### config.mk
export PLATFORM = sky130hd
export DESIGN_NAME = lsu_mem_port
export DESIGN_NICKNAME = d
export VERILOG_FILES = /design/src/rtl/lsu_pkg.sv /design/src/rtl/lsu_load_align.sv /design/src/rtl/lsu_mem_port.sv
export SDC_FILE = /design/constraint.sdc
export NUM_CORES = 1
export LEC_CHECK = 0
export ABC_AREA = 1
export ABC_CLOCK_PERIOD_IN_PS = 3110
export BUFFER_PORTS_ARGS = -buffer_cell sky130_fd_sc_hd__buf_2
export CAP_MARGIN = 0
export CORE_AREA = 4 4 102 104
export DETAILED_ROUTE_END_ITERATION = 10
export DIE_AREA = 0 0 106 108
export GPL_ROUTABILITY_DRIVEN = 0
export PLACE_DENSITY_LB_ADDON = 0.3
export RECOVER_POWER = 50
export SLEW_MARGIN = 20
export SYNTH_ARGS = -nofsm -noshare
export SYNTH_HDL_FRONTEND = slang
export SYNTH_SLANG_ARGS = --single-unit
### constraint.sdc
create_clock -name i_clk -period 3.11 [get_ports i_clk]
set_input_delay 0.622 -clock i_clk [delete_from_list [all_inputs] [get_ports i_clk]]
set_output_delay 0.622 -clock i_clk [all_outputs]
set_load 0.005 [all_outputs]
### src/rtl/lsu_pkg.sv
// Shared funct3 codes, FSM states and lane helpers for the LSU memory port.
// LSU_MISALIGN_SPLIT_EN adds the split-access states.
package lsu_pkg;

    localparam logic [2:0] F3_B  = 3'b000;
    localparam logic [2:0] F3_H  = 3'b001;
    localparam logic [2:0] F3_W  = 3'b010;
    localparam logic [2:0] F3_BU = 3'b100;
    localparam logic [2:0] F3_HU = 3'b101;

    typedef enum logic [2:0] {
        IDLE,
        LD_WAIT
`ifdef LSU_MISALIGN_SPLIT_EN
        ,
        LD_LO,
        LD_HI,
        ST_HI
`endif
    } lsu_state_t;

    // Lanes over two consecutive words: [3:0] first word, [7:4] spill into the next one.
    function automatic logic [7:0] lane_mask8(input logic [2:0] f3, input logic [1:0] off);
        logic [3:0] base;
        case (f3[1:0])
            2'b00:   base = 4'b0001;
            2'b01:   base = 4'b0011;
            default: base = 4'b1111;
        endcase
        return {4'b0000, base} << off;
    endfunction

    function automatic logic is_legal(input logic we, input logic [2:0] f3);
        if (we) begin
            return (f3 == F3_B) || (f3 == F3_H) || (f3 == F3_W);
        end
        return (f3 == F3_B) || (f3 == F3_H) || (f3 == F3_W) || (f3 == F3_BU) || (f3 == F3_HU);
    endfunction

endpackage

### src/rtl/lsu_load_align.sv
// Load data extraction: picks the addressed bytes out of a two-word window and extends them.
module lsu_load_align
    import lsu_pkg::*;
#(
    parameter int XLEN = 32
) (
    input  logic [XLEN-1:0] rdata_lo_i,
    input  logic [XLEN-1:0] rdata_hi_i,
    input  logic [1:0]      off_i,
    input  logic [2:0]      funct3_i,
    output logic [XLEN-1:0] result_o
);

    logic [XLEN-1:0] window;

    assign window = XLEN'({rdata_hi_i, rdata_lo_i} >> {off_i, 3'b000});

    always_comb begin
        result_o = '0;
        case (funct3_i)
            F3_B:    result_o = {{(XLEN-8){window[7]}}, window[7:0]};
            F3_H:    result_o = {{(XLEN-16){window[15]}}, window[15:0]};
            F3_W:    result_o = window;
            F3_BU:   result_o = {{(XLEN-8){1'b0}}, window[7:0]};
            F3_HU:   result_o = {{(XLEN-16){1'b0}}, window[15:0]};
            default: result_o = '0;
        endcase
    end

endmodule

### src/rtl/lsu_mem_port.sv
// MEM-stage load/store initiator for a synchronous byte-masked data memory.
// Define LSU_MISALIGN_SPLIT_EN to split misaligned accesses instead of raising o_misalign.
module lsu_mem_port
    import lsu_pkg::*;
#(
    parameter int MEM_AW = 16,
    parameter int XLEN   = 32
) (
    input  logic              i_clk,
    input  logic              i_reset,
    input  logic              i_req_valid,
    output logic              o_req_ready,
    input  logic              i_req_we,
    input  logic [2:0]        i_req_funct3,
    input  logic [XLEN-1:0]   i_req_addr,
    input  logic [XLEN-1:0]   i_req_wdata,
    output logic              o_rsp_valid,
    output logic [XLEN-1:0]   o_rsp_rdata,
    output logic              o_misalign,
    output logic [MEM_AW-1:0] o_mem_addr,
    output logic [XLEN-1:0]   o_mem_wdata,
    output logic [3:0]        o_mem_bmask,
    output logic              o_mem_wren,
    input  logic [XLEN-1:0]   i_mem_rdata
);

    localparam int WW = MEM_AW - 2;

    lsu_state_t    state_q, state_d;
    logic [1:0]    off_q, off_d;
    logic [2:0]    f3_q, f3_d;
    logic [WW-1:0] word_q, word_d;
    logic          illegal_q, illegal_d;
    logic          misalign_q, misalign_d;

    logic [1:0]      reqOff;
    logic [WW-1:0]   reqWord;
    logic [7:0]      reqMask;
    logic            reqLegal;
    logic [XLEN-1:0] alignLo, alignHi, alignOut;
    logic            unused_addr;

    assign reqOff      = i_req_addr[1:0];
    assign reqWord     = i_req_addr[MEM_AW-1:2];
    assign reqMask     = lane_mask8(i_req_funct3, reqOff);
    assign reqLegal    = is_legal(i_req_we, i_req_funct3);
    assign unused_addr = ^i_req_addr[XLEN-1:MEM_AW];
    assign o_misalign  = misalign_q;

`ifdef LSU_MISALIGN_SPLIT_EN
    logic [XLEN-1:0] wdata_q, wdata_d, lo_q, lo_d;
    logic [WW-1:0]   wordInc;
    logic [7:0]      ctxMask;

    assign wordInc = word_q + WW'(1);
    assign ctxMask = lane_mask8(f3_q, off_q);
    assign alignLo = (state_q == LD_HI) ? lo_q : i_mem_rdata;
    assign alignHi = (state_q == LD_HI) ? i_mem_rdata : '0;
`else
    assign alignLo = i_mem_rdata;
    assign alignHi = '0;
`endif

    lsu_load_align #(.XLEN(XLEN)) u_align (
        .rdata_lo_i (alignLo),
        .rdata_hi_i (alignHi),
        .off_i      (off_q),
        .funct3_i   (f3_q),
        .result_o   (alignOut)
    );

    always_ff @(posedge i_clk) begin
        if (i_reset) begin
            state_q    <= IDLE;
            off_q      <= '0;
            f3_q       <= '0;
            word_q     <= '0;
            illegal_q  <= 1'b0;
            misalign_q <= 1'b0;
`ifdef LSU_MISALIGN_SPLIT_EN
            wdata_q    <= '0;
            lo_q       <= '0;
`endif
        end else begin
            state_q    <= state_d;
            off_q      <= off_d;
            f3_q       <= f3_d;
            word_q     <= word_d;
            illegal_q  <= illegal_d;
            misalign_q <= misalign_d;
`ifdef LSU_MISALIGN_SPLIT_EN
            wdata_q    <= wdata_d;
            lo_q       <= lo_d;
`endif
        end
    end

    // Outputs are forced quiet during reset so an aborted access never completes.
    always_comb begin
        state_d     = state_q;
        off_d       = off_q;
        f3_d        = f3_q;
        word_d      = word_q;
        illegal_d   = illegal_q;
        misalign_d  = 1'b0;
`ifdef LSU_MISALIGN_SPLIT_EN
        wdata_d     = wdata_q;
        lo_d        = lo_q;
`endif
        o_req_ready = 1'b0;
        o_rsp_valid = 1'b0;
        o_rsp_rdata = '0;
        o_mem_addr  = '0;
        o_mem_wdata = '0;
        o_mem_bmask = '0;
        o_mem_wren  = 1'b0;
        if (!i_reset) begin
            case (state_q)
                IDLE: begin
                    o_req_ready = 1'b1;
                    if (i_req_valid) begin
                        off_d     = reqOff;
                        f3_d      = i_req_funct3;
                        word_d    = reqWord;
                        illegal_d = !reqLegal;
                        if (!reqLegal) begin
                            if (!i_req_we) state_d = LD_WAIT;
                        end else if (reqMask[7:4] != 4'b0000) begin
`ifdef LSU_MISALIGN_SPLIT_EN
                            o_mem_addr = {reqWord, 2'b00};
                            if (i_req_we) begin
                                o_mem_wren  = 1'b1;
                                o_mem_bmask = reqMask[3:0];
                                o_mem_wdata = i_req_wdata << {reqOff, 3'b000};
                                wdata_d     = i_req_wdata;
                                state_d     = ST_HI;
                            end else begin
                                state_d = LD_LO;
                            end
`else
                            misalign_d = 1'b1;
`endif
                        end else begin
                            o_mem_addr = {reqWord, 2'b00};
                            if (i_req_we) begin
                                o_mem_wren  = 1'b1;
                                o_mem_bmask = reqMask[3:0];
                                o_mem_wdata = i_req_wdata << {reqOff, 3'b000};
                            end else begin
                                state_d = LD_WAIT;
                            end
                        end
                    end
                end
                LD_WAIT: begin
                    o_mem_addr  = {word_q, 2'b00};
                    o_rsp_valid = 1'b1;
                    o_rsp_rdata = illegal_q ? '0 : alignOut;
                    state_d     = IDLE;
                end
`ifdef LSU_MISALIGN_SPLIT_EN
                LD_LO: begin
                    lo_d       = i_mem_rdata;
                    o_mem_addr = {wordInc, 2'b00};
                    state_d    = LD_HI;
                end
                LD_HI: begin
                    o_mem_addr  = {wordInc, 2'b00};
                    o_rsp_valid = 1'b1;
                    o_rsp_rdata = alignOut;
                    state_d     = IDLE;
                end
                ST_HI: begin
                    o_mem_addr  = {wordInc, 2'b00};
                    o_mem_wren  = 1'b1;
                    o_mem_bmask = ctxMask[7:4];
                    o_mem_wdata = wdata_q >> (6'd32 - {1'b0, off_q, 3'b000});
                    state_d     = IDLE;
                end
`endif
                default: state_d = IDLE;
            endcase
        end
    end

endmodule

* Word level (Yosys, flattened, before mapping)
Index checks and enable logic that the tools add are counted.
Storage, ports and cells: register bits after elaboration 24, input bits 103, output and inout bits 88, logic and storage cells 75
Operators by class: equality and inequality tests 11, shift-type cells 3, muxes and demuxes 38, bitwise gates (word level) 3, reduce and logical (&&, ||, !) cells 14
Operators by type and width (number):
- 32-bit two-way mux | 9
- 32-bit one-hot mux with 5 select lines | 1
- 16-bit two-way mux | 4
- 16-bit one-hot mux with 2 select lines | 1
- 32-bit by 5-bit left shift with 32-bit output | 1
- 32-bit by 5-bit right shift with 32-bit output | 1
- 4-bit two-way mux | 6
- 1-bit two-way mux | 13
- 3-bit equality test, second input constant | 4
- 3-bit by 1-bit equality test with 1-bit output, second input constant | 3
- 3-bit zero test | 3
- 3-bit two-way mux | 3
- 4-bit one-hot mux with 2 select lines | 1
- 4-bit by 2-bit left shift with 8-bit output | 1
- 3-bit by 2-bit equality test with 1-bit output, second input constant | 2
- 1-bit logical OR | 4
- 2-bit AND reduction | 2
- 4-bit nonzero test | 1
- 4-bit OR reduction | 1
- 1-bit NOT | 3
- 2-bit by 1-bit equality test with 1-bit output, second input constant | 1
- 2-bit zero test | 1
- 2-bit != test, second input constant | 1
- 2-bit OR reduction | 1
- 1-bit zero test | 1

* Logic depth before layout (Yosys ltp)
word-level depth 10, mapped depth 10, depth with buffers taken out 7

* Modules after synthesis
A second synthesis with hierarchy kept.
Second synthesis, totals: cell total of the unflattened synthesis 696, area total of the unflattened synthesis 3462.1 µm²
Modules (own cells, without submodules):
- lsu_mem_port | times used 1, cells an instance 383, area an instance 2034.5 µm²
- lsu_load_align | times used 1, cells an instance 313, area an instance 1427.6 µm²

* Worst setup path after synthesis
No wires, ideal clock.
kind in2out, from input i_req_addr[0], to output o_mem_bmask[2], arrival 1.493 ns, setup slack 0.995 ns, cell stages on the path 9, path buffers 2, cells stage by stage buf_6 -> nor2_4 -> inv_2 -> nand3_4 -> inv_4 -> nor2_8 -> nand2_4 -> buf_12 -> nor2_4
Between the ends: cells in the longest elaborated chain, start to end 7, elaborated cells between the ends (all ways) 8, those cells by class 1 x shift; 6 x mux; 1 x reduce/logical
RTL lines:
- from (decl) | RTL line lsu_mem_port.sv:15 | input logic [XLEN-1:0] i_req_addr,
- 4-bit by 2-bit left shift with 8-bit output (*) | RTL line lsu_pkg.sv:30 | return {4'b0000, base} << off;
- 4-bit nonzero test / 4-bit two-way mux (equally long branches) | RTL line lsu_mem_port.sv:128, lsu_mem_port.sv:145
- 4-bit two-way mux (*) | RTL line lsu_mem_port.sv:128 | end else if (reqMask[7:4] != 4'b0000) begin
- 4-bit two-way mux (*) | RTL line lsu_mem_port.sv:126 | if (!reqLegal) begin
- 4-bit two-way mux (*) | RTL line lsu_mem_port.sv:121 | if (i_req_valid) begin
- 4-bit two-way mux (*) | RTL line lsu_mem_port.sv:118 | case (state_q)
- 4-bit two-way mux (*) | RTL line lsu_mem_port.sv:117 | if (!i_reset) begin
- to (decl) | RTL line lsu_mem_port.sv:22 | output logic [3:0] o_mem_bmask,
Mark *: on every way between the ends. The rest lies on a longest branch, timed or not.

* Worst setup path in the final report
from input i_req_addr[1], to output o_mem_wdata[23]
Between the ends: cells in the longest elaborated chain, start to end 7, elaborated cells between the ends (all ways) 9, those cells by class 2 x shift; 6 x mux; 1 x reduce/logical
RTL lines:
- 32-bit by 5-bit left shift with 32-bit output / 4-bit by 2-bit left shift with 8-bit output (equally long branches) | RTL line lsu_mem_port.sv:148, lsu_pkg.sv:30
- 32-bit two-way mux / 4-bit nonzero test (equally long branches) | RTL line lsu_mem_port.sv:145, lsu_mem_port.sv:128
- 32-bit two-way mux (*) | RTL line lsu_mem_port.sv:128
- 32-bit two-way mux (*) | RTL line lsu_mem_port.sv:126
- 32-bit two-way mux (*) | RTL line lsu_mem_port.sv:121
- 32-bit two-way mux (*) | RTL line lsu_mem_port.sv:118
- 32-bit two-way mux (*) | RTL line lsu_mem_port.sv:117
- to (decl) | RTL line lsu_mem_port.sv:21 | output logic [XLEN-1:0] o_mem_wdata,
Marked as above.

==> flow_summary.ini <==
[run_status]
status = finished clean

[sta]
finalCritPeriodShare_pct = 91.9
worst_slew_pin_slew_ns = 0.775
holdWs_ns = 0.512
skew_ns = 0.00618
fin_ws_ns = 0.251
rsz0062_at_grt = no
setup_tns_ns = 0
finalMaxSlewViolations = 0
relSlewSlack_pct = 48.4
setup_viol = 0
fmax_mhz = 350
finalHoldViolCount = 0
fin_crit_ns = 2.86

[clock_tree]
cts_tree = done
postCtsResizedCells = 0
cts_setup_buffers = 0
clkTransAtPathRegs_ns = 0.07
cts_root_buffer = clkbuf_8
clock_latency_ns = 0.26
holdBufCountCts = 0
htree_levels = 1
numCtsBuffers = 3
cts_buffer_depth = 2
numClockSinks = 22

[setup_path]
worstReg2RegStart = state_q[0]
rrSetupSlack_ns = 1.47
ff2ff_path_depth = 4
worst_ep_required_time_ns = 2.49
crit_family = buffers and inverters
critPathArrivalTime_ns = 2.24
worst-path-max-fanout = 19
cp-start-kind = input pin
r2r-end = f3_q[0]
slowest_delay_ns = 0.57
slowest_stage = clkbuf_1
critPathKind = input pin to output port
path_cells = clkbuf_1, inv_2, nand2_1, nand3_4, inv_4, nor2_8, nand2_4, nor2_1, buf_2
worst-path-buf-inv = 4
end_kind = output port

[floorplanning]
start_util_pct = 29.1
coreArea_um2 = 9550
fp-row-count = 36
die_area_um2 = 11400
die_x_um = 106
die_h_um = 108
ios = 191

[yosys]
netlist_area_um2 = 2780
ys_seq_area_share_pct = 15.8
yosys_warnings = 0
synth-edff-count = 0
syn-mean-instance-area_um2 = 5.27
synth_flop_cell = dfxtp_1
async_flop_share_pct = 0
ys_types = 29
ys_ff_latch = 22
synthCells = 528

[place]
hpwl_um = 8060
post_dp_cell_area_um2 = 3670
io_buffers = 172
post-place-ws_ns = 0.487

[global_route]
antenna_found_initial = 0
grt_pass1_wl_um = 16500
track_usage_pct = 16.9
grt_overflow = 0
grt_max_degree = 27
grt_pass1_vias = 3704

[drt]
top_layer_used = met4
wl_per_cell_um = 12.2
wirelength_um = 9930
drt-vias-per-instance = 4.72
drtIter0Drc = 222
vias = 3830
antenna_left = 0
met2_length_um = 4510
dr.pass1.iters = 5
wl_met3_um = 1040
drc_errors = 0
m1WireLength_um = 4250

[worst_hold_path]
hold_path_class = flop to flop
worstHoldPathCells = 2
holdPathEnd = word_q[0]
min-delay-start = word_q[0]

[pwr]
power_leakage_uw = 0.00228
ir_worst_vdd_mv = 0.160
pwr_density_cell_nw_per_um2 = 249

[final_layout]
nets = 783
design_area_um2 = 3700
layout-drive-gt1-share_pct = 29.2
diodes = 0
area_growth_pct = 32.8

[flow_run]
cap_viol_max_count = 0
-- where the power goes --
| part | total, uW | switching (uW) | internal, uW |
|---|---|---|---|
| combinational | 398 | 249 | 149 |
| clock | 203 | 90.3 | 113 |
| sequential | 319 | 15.6 | 303 |
-- worst min-delay path: cells and delay by family (launching register included) --
kind,cells,cell delay (ns)
AOI/OAI and AO/OA,1,0.08
DFF,1,0.32
and+or+nand+nor,1,0.07
-- how the worst max path moves through the flow --
stage | start | end | slack (ns) | depth (start not counted)
6_report | i_req_addr[1] | o_mem_wdata[23] | 0.25 | 9
2_1_floorplan | i_req_addr[0] | o_mem_bmask[2] | 0.99 | 9
5_1_grt | i_req_addr[1] | o_mem_wdata[17] | 0.09 | 9
4_1_cts | f3_q[1] | o_rsp_rdata[27] | 0.36 | 6
3_3_place_gp | i_req_addr[1] | o_mem_wdata[22] | 0.51 | 9
3_5_place_dp | i_req_funct3[1] | o_mem_wdata[31] | 0.49 | 9
-- cell usage in the layout (no fill, tap or decap), drive strengths merged --
master	n
inv	52
nand3	52
nand4	2
buf	161
o21ai	59
clkbuf	23
nor2	99
nand2	180
o21a	1
dfxtp	22
nor3	1
a21oi	16
conb	2
a2bb2oi	8
clkinv	1
-- Yosys cell counts (3+ instances only) --
library cell / n / area, um^2
buf_2: 11 / 55.1
o21ai_1: 3 / 15.0
nand2_2: 4 / 25.0
buf_4: 7 / 52.6
clkbuf_1: 13 / 48.8
a21oi_1: 16 / 80.1
inv_2: 6 / 22.5
dfxtp_1: 22 / 440
inv_1: 45 / 169
nand2_1: 175 / 657
nor2_4: 11 / 124
a2bb2oi_1: 8 / 70.1
nor2_1: 85 / 319
o21ai_0: 55 / 275
nand3_1: 49 / 245
-- flip-flops by register name (all words and copies together), names as in the netlist --
signal,cells
illegal_q,1
state_q,1
o_misalign,1
word_q,14
f3_q,3
off_q,2
-- kinds of logic (layout without fill, tap and decap cells) --
kind of cell	count (synthesis)	after routing	synth area share [%]
buffers and inverters	87	237	14.4
other	1	2	0.135
AND/OR/NAND/NOR	334	334	53.2
AO/OA/AOI/OAI	84	84	16.4
flip-flops	22	22	15.8
-- area by class of cell --
type | instances | area, um^2
well taps | 133 | 166
flip-flops and latches | 22 | 440
fillers | 1111 | 5850
multi-input cells | 420 | 1930
repair buffers | 180 | 902
inverters | 53 | 201
clock buffers | 4 | 55.1
-- per-layer routing --
layer	vias to the layer above	track usage [%]
met1	1674	20.7
met5	-	0
met2	191	29.7
met3	12	4.36
li1	1953	-
met4	0	3.89
-- stage by stage --
stage,power (uW),cells,utilization [%]
after detailed placement,725,808,38.5
after global placement,718,808,38.5
final,920,812,38.7
after global routing,996,812,38.7
after floorplan,590,529,-
after CTS,933,812,39.1
Power figures use the tool's default switching activity.
